--- src/rtl/keypad_scanner.sv ---
// 4x4 matrix keypad scanner: column drive, 2-flop row sync, whole-scan debounce,
// single-key decode FSM and a one-entry key buffer with ready/ack handshake.
module keypad_scanner #(
  parameter int SCAN_DIV       = 100000,
  parameter int DEBOUNCE_SCANS = 4
) (
  input  logic       CLK,
  input  logic       Reset,
  input  logic [3:0] Row,
  output logic [3:0] Col,
  output logic [3:0] KeyCode,
  output logic       KeyReady,
  input  logic       KeyAck,
  output logic       KeyHeld,
  output logic       Overrun
);
  localparam int DW = (SCAN_DIV > 1) ? $clog2(SCAN_DIV) : 1;
  localparam int SW = $clog2(DEBOUNCE_SCANS + 1);
  localparam logic [DW-1:0] DIV_LAST   = DW'(SCAN_DIV - 1);
  localparam logic [SW-1:0] STABLE_MAX = SW'(DEBOUNCE_SCANS);

  typedef enum logic [1:0] {RELEASED, PRESSED, MULTI} state_t;

  logic [3:0]    row_meta, row_sync;
  logic [DW-1:0] div_cnt;
  logic [1:0]    col_idx;
  logic [15:0]   snap_q, prev_scan, deb_q;
  logic [15:0]   scan_full, deb_next;
  logic [SW-1:0] stable_cnt, stable_next;
  logic          armed;
  logic          dwell_end, scan_end;
  logic [4:0]    n_set;
  logic [3:0]    key_idx;
  logic          none_set, single_set;
  state_t        state_q, state_d;
  logic          emit;

  // Snapshot bit index is {col, row}, so key_idx[3:2]=column, key_idx[1:0]=row.
  function automatic logic [3:0] key_hex(input logic [3:0] idx);
    case (idx)
      4'd0:  key_hex = 4'h1;  4'd1:  key_hex = 4'h4;
      4'd2:  key_hex = 4'h7;  4'd3:  key_hex = 4'h0;
      4'd4:  key_hex = 4'h2;  4'd5:  key_hex = 4'h5;
      4'd6:  key_hex = 4'h8;  4'd7:  key_hex = 4'hF;
      4'd8:  key_hex = 4'h3;  4'd9:  key_hex = 4'h6;
      4'd10: key_hex = 4'h9;  4'd11: key_hex = 4'hE;
      4'd12: key_hex = 4'hA;  4'd13: key_hex = 4'hB;
      4'd14: key_hex = 4'hC;  default: key_hex = 4'hD;
    endcase
  endfunction

  assign dwell_end = (div_cnt == DIV_LAST);
  assign scan_end  = dwell_end && (col_idx == 2'd3);
  assign Col       = ~(4'b0001 << col_idx);
  assign KeyHeld   = (state_q == PRESSED);

  always_comb begin
    scan_full = snap_q;
    scan_full[{col_idx, 2'b00} +: 4] = ~row_sync;
    if (scan_full == prev_scan)
      stable_next = (stable_cnt == STABLE_MAX) ? STABLE_MAX : stable_cnt + SW'(1);
    else
      stable_next = SW'(1);
    deb_next = (stable_next == STABLE_MAX) ? scan_full : deb_q;
  end

  always_comb begin
    n_set   = '0;
    key_idx = '0;
    for (int i = 0; i < 16; i++) begin
      if (deb_next[i]) begin
        n_set   = n_set + 5'd1;
        key_idx = 4'(i);
      end
    end
  end
  assign none_set   = (n_set == 5'd0);
  assign single_set = (n_set == 5'd1);

  always_ff @(posedge CLK or negedge Reset) begin
    if (!Reset) begin
      row_meta   <= 4'hF;
      row_sync   <= 4'hF;
      div_cnt    <= '0;
      col_idx    <= '0;
      snap_q     <= '0;
      prev_scan  <= '0;
      deb_q      <= '0;
      stable_cnt <= '0;
      armed      <= 1'b0;
    end else begin
      row_meta <= Row;
      row_sync <= row_meta;
      if (dwell_end) begin
        div_cnt <= '0;
        col_idx <= col_idx + 2'd1;
        snap_q  <= scan_full;
      end else begin
        div_cnt <= div_cnt + DW'(1);
      end
      if (scan_end) begin
        prev_scan  <= scan_full;
        stable_cnt <= stable_next;
        deb_q      <= deb_next;
        // Events are only allowed once an all-released state has been debounced,
        // so a key held across reset cannot produce one.
        if (none_set && stable_next == STABLE_MAX) armed <= 1'b1;
      end
    end
  end

  always_ff @(posedge CLK or negedge Reset) begin
    if (!Reset) state_q <= RELEASED;
    else        state_q <= state_d;
  end

  always_comb begin
    state_d = state_q;
    emit    = 1'b0;
    if (scan_end) begin
      case (state_q)
        RELEASED: begin
          if (single_set) begin
            state_d = PRESSED;
            emit    = armed;
          end else if (!none_set) begin
            state_d = MULTI;
          end
        end
        PRESSED: begin
          if (none_set)         state_d = RELEASED;
          else if (!single_set) state_d = MULTI;
        end
        default: begin
          if (none_set) state_d = RELEASED;
        end
      endcase
    end
  end

  always_ff @(posedge CLK or negedge Reset) begin
    if (!Reset) begin
      KeyCode  <= 4'h0;
      KeyReady <= 1'b0;
      Overrun  <= 1'b0;
    end else if (emit) begin
      if (!KeyReady || KeyAck) begin
        KeyCode  <= key_hex(key_idx);
        KeyReady <= 1'b1;
        if (KeyReady) Overrun <= 1'b0;
      end else begin
        Overrun <= 1'b1;
      end
    end else if (KeyAck && KeyReady) begin
      KeyReady <= 1'b0;
      Overrun  <= 1'b0;
    end
  end
endmodule

--- config.mk ---
export PLATFORM = sky130hd
export DESIGN_NAME = keypad_scanner
export DESIGN_NICKNAME = d
export VERILOG_FILES = /design/src/rtl/keypad_scanner.sv
export SDC_FILE = /design/constraint.sdc
export NUM_CORES = 1
export LEC_CHECK = 0
export BUFFER_PORTS_ARGS = -buffer_cell sky130_fd_sc_hd__buf_2
export CAP_MARGIN = 10
export CORE_MARGIN = 1
export CORE_UTILIZATION = 60
export CTS_BUF_LIST = sky130_fd_sc_hd__clkbuf_2 sky130_fd_sc_hd__clkbuf_4 sky130_fd_sc_hd__clkbuf_8
export DETAILED_ROUTE_END_ITERATION = 6
export GPL_ROUTABILITY_DRIVEN = 0
export PLACE_DENSITY = 0.77
export SYNTH_ARGS = -nofsm -noshare
export SYNTH_HDL_FRONTEND = slang
export SYNTH_SLANG_ARGS = --single-unit
--- constraint.sdc ---
create_clock -name CLK -period 15.25 [get_ports CLK]
set_input_delay 1.525 -clock CLK [delete_from_list [all_inputs] [get_ports CLK]]
set_output_delay 1.525 -clock CLK [all_outputs]
set_load 0.005 [all_outputs]
==> results.cfg, run 1 <==
[outcome]
outcome = completed

[cts]
cts_root_buf = clkbuf_8
clkTransAtPathRegs_ps = 90
cts_buffer_depth = 2
clkSinkCount = 87
cts_max_level = 3
cts_buffers = 9
cts_resized = 0
clk-insertion-delay-late_ps = 350
cts_setup_buffers = 0
cts_tree = yes
postCtsHoldBufs = 0

[power_and_ir_drop]
seqPwrFrac = 0.573
combinationalPowerShare = 0.030
leakage_uw = 0.00288
power.switching_uw = 89.4
p_sw_frac = 0.219
vdd_drop_max_mv = 0.0688
clockPowerShare = 0.397
power_density_mw_per_mm2 = 60.5
power.internal_uw = 318

[grt]
grt_pass1_wl_um = 22700
antenna_found_initial = 0
grt-ovfl-total = 0
grt_use_total = 0.255
grt_max_degree = 88
grt_pass1_vias = 4856

[finish]
mostFrequentLayoutCell = nand2_1
final_cell_mix = nand2_1 (104), dfrtp_1 (79), o21ai_0 (58)
regArea_mm2 = 0.00219
fin_nets = 738
final_layout_size_suffix_gt1_frac = 0.143
num-fill-cells = 840
diodes = 0
multiInputGateArea_mm2 = 0.00396
syn_to_final_growth_pct = 5.36

[floorplanning]
rows = 37
die_w_um = 105
die_height_um = 105
die_area_mm2 = 0.0111
start_util = 0.619
num_io_pins = 18
core_area_mm2 = 0.0103

[placement]
place_hpwl_um = 10100
placement.io_buffers = 17

[sta]
finalClockSkew_ps = 14.6
max_freq_mhz = 73.8
period_minus_slack_ps = 13550
slew_headroom = 0.272
period_share = 0.888
rsz0062_at_grt = no
finalMaxSlewViolations = 0
hold_slack_ps = 360
setup_tns_ps = 0
hold_viol_final = 0
tightest_slew_ps = 1090
setup_viol = 0

[logic_synthesis]
synth_xor_area_frac = 0.134
async_flop_share = 1.00
synth_seq_area_share = 0.342
synth_edf_count = 0
synth.distinct_cells = 76
synthAdderAreaFrac = 0.0470
syn_area_per_cell_um2 = 9.09
syn_inst = 703
synth_ff_type = dfrtp_1
syn_nets = 734
ys_warn_count = 0
synth_top_family_by_area = simple AND/OR/NAND/NOR gates
synth_simple_gate_area_share = 0.217
synth_area_mm2 = 0.00639
synthMuxAreaShare = 0.0846
ys_ff_latch = 87
synth_compound_area_frac = 0.136

[detailed_routing]
finalWirelength_um = 13400
postRouteAntennaNets = 0
wl_per_cell_um = 15.8
first_pass_iters = 6
drt-initial-drc-count = 383
num_vias = 5032
viasPerCell = 5.93
drc_errors = 0

[critical_path]
crit_required_ps = 15490
critical_path.slowest_cell = dfrtp_1
cp.arrival_ps = 13790
worstPathMaxFanout = 27
path_common_cell = ha_1
critPathCaptureType = flip-flop
ff2ff_setup_slack_ps = 1700
crit_type = reg2reg
startpoint_type = flip-flop
max_stage_delay_ps = 690
r2r-start = col_idx[0]
crit_start = col_idx[0]

[run]
maxCapViolCount = 0

[hold_path]
hold_class = reg2reg
worstHoldStart = row_meta[2]
final cells by class:
cell class | instances | area share
clock buffer | 12 | 0.0217
tap | 136 | 0.0253
sequential | 87 | 0.325
timing repair buffer | 21 | 0.0175
multi-input combinational | 563 | 0.589
inverter | 25 | 0.0139
clock inverter | 4 | 0.00818
Yosys cell counts, types with 3 or more instances:
master,number,area (um2)
nand2_1,104,390
dfrtp_1,79,1980
o21ai_0,58,290
xnor2_1,48,420
nor2_1,46,173
a21oi_1,29,145
ha_1,24,300
xor2_1,24,210
inv_1,23,86.3
mux2i_1,20,200
nor2b_1,17,106
clkbuf_1,16,60.1
nand3_1,16,80.1
nor3_1,14,70.1
mux2_2,13,146
nor4_1,12,75.1
nand4_1,11,68.8
nand3b_1,9,67.6
xnor2_2,9,146
dfstp_2,8,210
buf_2,7,35.0
a31oi_1,6,37.5
nand2b_1,6,37.5
a211oi_1,4,30.0
a21oi_2,4,35.0
mux2_4,4,60.1
mux2i_2,4,55.1
nor4b_1,4,35.0
o21ai_1,4,20.0
o32ai_1,4,35.0
or3_1,4,25.0
a21o_1,3,22.5
a32oi_1,3,26.3
and4_1,3,26.3
and4bb_1,3,37.5
mux2i_4,3,67.6
o21bai_1,3,22.5
or3b_1,3,26.3
through the flow:
| step | utilization | cell area (um2) | total power (uW) | cells | setup WS [ps] |
|---|---|---|---|---|---|
| 2_1_floorplan | - | 6390 | 243 | 703 | 2480 |
| 3_3_place_gp | 0.633 | 6530 | 250 | 832 | 2470 |
| 3_5_place_dp | 0.633 | 6530 | 251 | 832 | 1840 |
| 4_1_cts | 0.652 | 6730 | 413 | 848 | 1810 |
| 5_1_grt | 0.652 | 6730 | 422 | 848 | 801 |
| 6_report | 0.652 | 6730 | 408 | 848 | 1700 |
power groups by stage:
stage                     clock network [uW]  registers, uW  logic (uW)
after global placement                     0            238        12.2
final                                    162            234        12.2
after global routing                     175            234        13.9
after CTS                                167            234        12.6
after detailed placement                   0            238        12.5
after floorplan                            0            238        5.41
critical path: cells and delay by family, from the launching register on:
family	cells	cell delay, ps
AOI/OAI and AO/OA	11	2330
muxes	9	2420
xor gates and xnor gates	3	590
DFF	1	690
and+or+nand+nor	10	2010
adders and majority gates	15	4580
buffers and inverters	7	820
registers in the layout, indices dropped and copies added, names as in the netlist:
| register | count |
|---|---|
| div_cnt | 17 |
| deb_q | 16 |
| prev_scan | 16 |
| snap_q | 16 |
| KeyCode | 4 |
| row_meta | 4 |
| row_sync | 4 |
| stable_cnt | 3 |
| col_idx | 2 |
| state_q | 2 |
| KeyReady | 1 |
| Overrun | 1 |
| armed | 1 |
final timing paths:
kind                          endpoint  cells after the start
setup / recovery            KeyCode[2]                     55
hold / removal             row_sync[2]                      0
setup reg to reg            KeyCode[2]                     55
hold reg to reg            row_sync[2]                      0
max in group asynchronous     deb_q[6]                      1
min in group asynchronous   div_cnt[7]                      1
kinds of logic (layout without fill, tap and decap cells):
kind of cell,after synthesis,in the layout
and+or+nand+nor,269,269
AOI/OAI and AO/OA,140,140
DFF,87,87
xor gates and xnor gates,85,85
buffers and inverters,53,62
muxes,45,45
adders and majority gates,24,24
metal layers:
layer,share of wire,global-route usage,wire (um)
met1,0.48,0.359,6380
met2,0.47,0.408,6330
met3,0.031,0.0306,418
met4,0.018,0.0845,241
met5,0,0,0
Power figures use the tool's default switching activity.
==> inputs of run 2 (changes only) <==
--- a/config.mk
+++ b/config.mk
@@ -5,11 +5,12 @@
 export SDC_FILE = /design/constraint.sdc
 export NUM_CORES = 1
 export LEC_CHECK = 0
-export BUFFER_PORTS_ARGS = -buffer_cell sky130_fd_sc_hd__buf_2
+export BUFFER_PORTS_ARGS = -buffer_cell sky130_fd_sc_hd__clkbuf_2
 export CAP_MARGIN = 10
 export CORE_MARGIN = 1
 export CORE_UTILIZATION = 60
 export CTS_BUF_LIST = sky130_fd_sc_hd__clkbuf_2 sky130_fd_sc_hd__clkbuf_4 sky130_fd_sc_hd__clkbuf_8
+export CTS_CLUSTER_SIZE = 40
 export DETAILED_ROUTE_END_ITERATION = 6
 export GPL_ROUTABILITY_DRIVEN = 0
 export PLACE_DENSITY = 0.77
==> results.cfg, run 2 (synthesized netlist as in run 1, its figures left out) <==
[finish]
fin_cells = 848
multiInputGateArea_mm2 = 0.00396
regMostFlops = div_cnt
mostFrequentLayoutCell = nand2_1
diodes = 0
final_cell_mix = nand2_1 (104), dfrtp_1 (79), o21ai_0 (58)
syn_to_final_growth_pct = 5.44
largest_register_ff_count = 17
final_layout_size_suffix_gt1_frac = 0.143
regArea_mm2 = 0.00219
final_area_mm2 = 0.00674
num-fill-cells = 855
fin_nets = 738

[hold_path]
hold_depth = 0
holdPathEnd = row_sync[3]
worstHoldStart = row_meta[3]
hold_class = reg2reg

[critical_path]
ff2ff_setup_slack_ps = 1780
crit_buf_inv = 7
cp.arrival_ps = 13720
crit_type = reg2reg
startpoint_type = flip-flop
crit_required_ps = 15500
critical-path-top-delay-family = adder cells
max_stage_delay_ps = 700
r2r-end = KeyCode[0]
r2r-start = col_idx[0]
critPathCaptureType = flip-flop
critical_path.slowest_cell = dfrtp_1
path_common_cell = ha_1
rr_worst_depth = 55
worstPathMaxFanout = 27

[power_and_ir_drop]
leakage_uw = 0.00288
power_density_mw_per_mm2 = 61.3
vdd_drop_max_mv = 0.0558
power.total_uw = 413

[cts]
cts_resized = 0
cts_max_level = 3
cts_tree = yes
clk-insertion-delay-late_ps = 360
cts_buffer_depth = 2
clkSinkCount = 87
cts_root_buf = clkbuf_8
cts_buffers = 9
cts_setup_buffers = 0
clkTransAtPathRegs_ps = 90
postCtsHoldBufs = 0

[detailed_routing]
wl_per_cell_um = 15.9
first_pass_iters = 5
drc_errors = 0
finalWirelength_um = 13400
viasPerCell = 5.90
drt-initial-drc-count = 325
num_vias = 5003
postRouteAntennaNets = 0

[sta]
setup_tns_ps = 0
setup_ws_ps = 1780
period_share = 0.883
rsz0062_at_grt = no
finalMaxSlewViolations = 0
period_minus_slack_ps = 13470
finalClockSkew_ps = 11.0
setup_viol = 0
hold_viol_final = 0
max_freq_mhz = 74.3
slew_headroom = 0.268
tightest_slew_ps = 1100

[floorplanning]
start_util = 0.619
core_area_mm2 = 0.0103
die_w_um = 105
num_io_pins = 18
rows = 37
die_height_um = 105
die_area_mm2 = 0.0111

[grt]
grt_pass1_vias = 4883
grt_max_degree = 88
grt_use_total = 0.261
grt_pass1_wl_um = 23200
grt-ovfl-total = 0
antenna_found_initial = 0

[placement]
place_hpwl_um = 10000
place_ws_ps = 1970
placedCellCount = 832
placement.io_buffers = 17
dpl_cell_area_mm2 = 0.00653

[run]
maxCapViolCount = 0

[outcome]
outcome = completed
[run 2: cell types whose count changed in the layout (fill, tap and decap cells not counted), sizes merged]
cell,delta
buf,-16
clkinv,-1
clkinvlp,+1
clkbuf,+16
[run 2: final cells by class]
cell class / count / share of cell area
clock buffer: 12 / 0.0227
clock inverter: 4 / 0.00798
inverter: 25 / 0.0139
multi-input combinational: 563 / 0.588
sequential: 87 / 0.325
tap: 136 / 0.0253
timing repair buffer: 21 / 0.0175
[run 2: per-layer routing]
| metal | track usage | up-vias | share of wire |
|---|---|---|---|
| met5 | 0 | - | 0 |
| li1 | - | 2483 | - |
| met1 | 0.364 | 2404 | 0.48 |
| met4 | 0.0855 | 0 | 0.017 |
| met3 | 0.0356 | 17 | 0.028 |
| met2 | 0.420 | 99 | 0.47 |
[run 2: worst max-delay path by stage]
stage	from	endpoint	slack [ps]	depth (start not counted)
after detailed placement	col_idx[0]	KeyCode[0]	1970	55
after global placement	col_idx[0]	KeyCode[3]	2470	55
final	col_idx[0]	KeyCode[0]	1780	55
after CTS	col_idx[0]	KeyCode[2]	1900	55
after global routing	col_idx[0]	KeyCode[0]	830	57
after floorplan	col_idx[0]	KeyCode[3]	2480	59
[run 2: metrics by stage]
step / hold slack [ps] / util
2_1_floorplan: 345 / -
3_3_place_gp: 347 / 0.633
3_5_place_dp: 347 / 0.633
4_1_cts: 358 / 0.653
5_1_grt: 361 / 0.653
6_report: 357 / 0.653
[run 2: power breakdown]
part | switching (uW) | internal (uW)
combinational | 8.99 | 3.30
sequential | 0.882 | 233
clock | 82.7 | 84.5
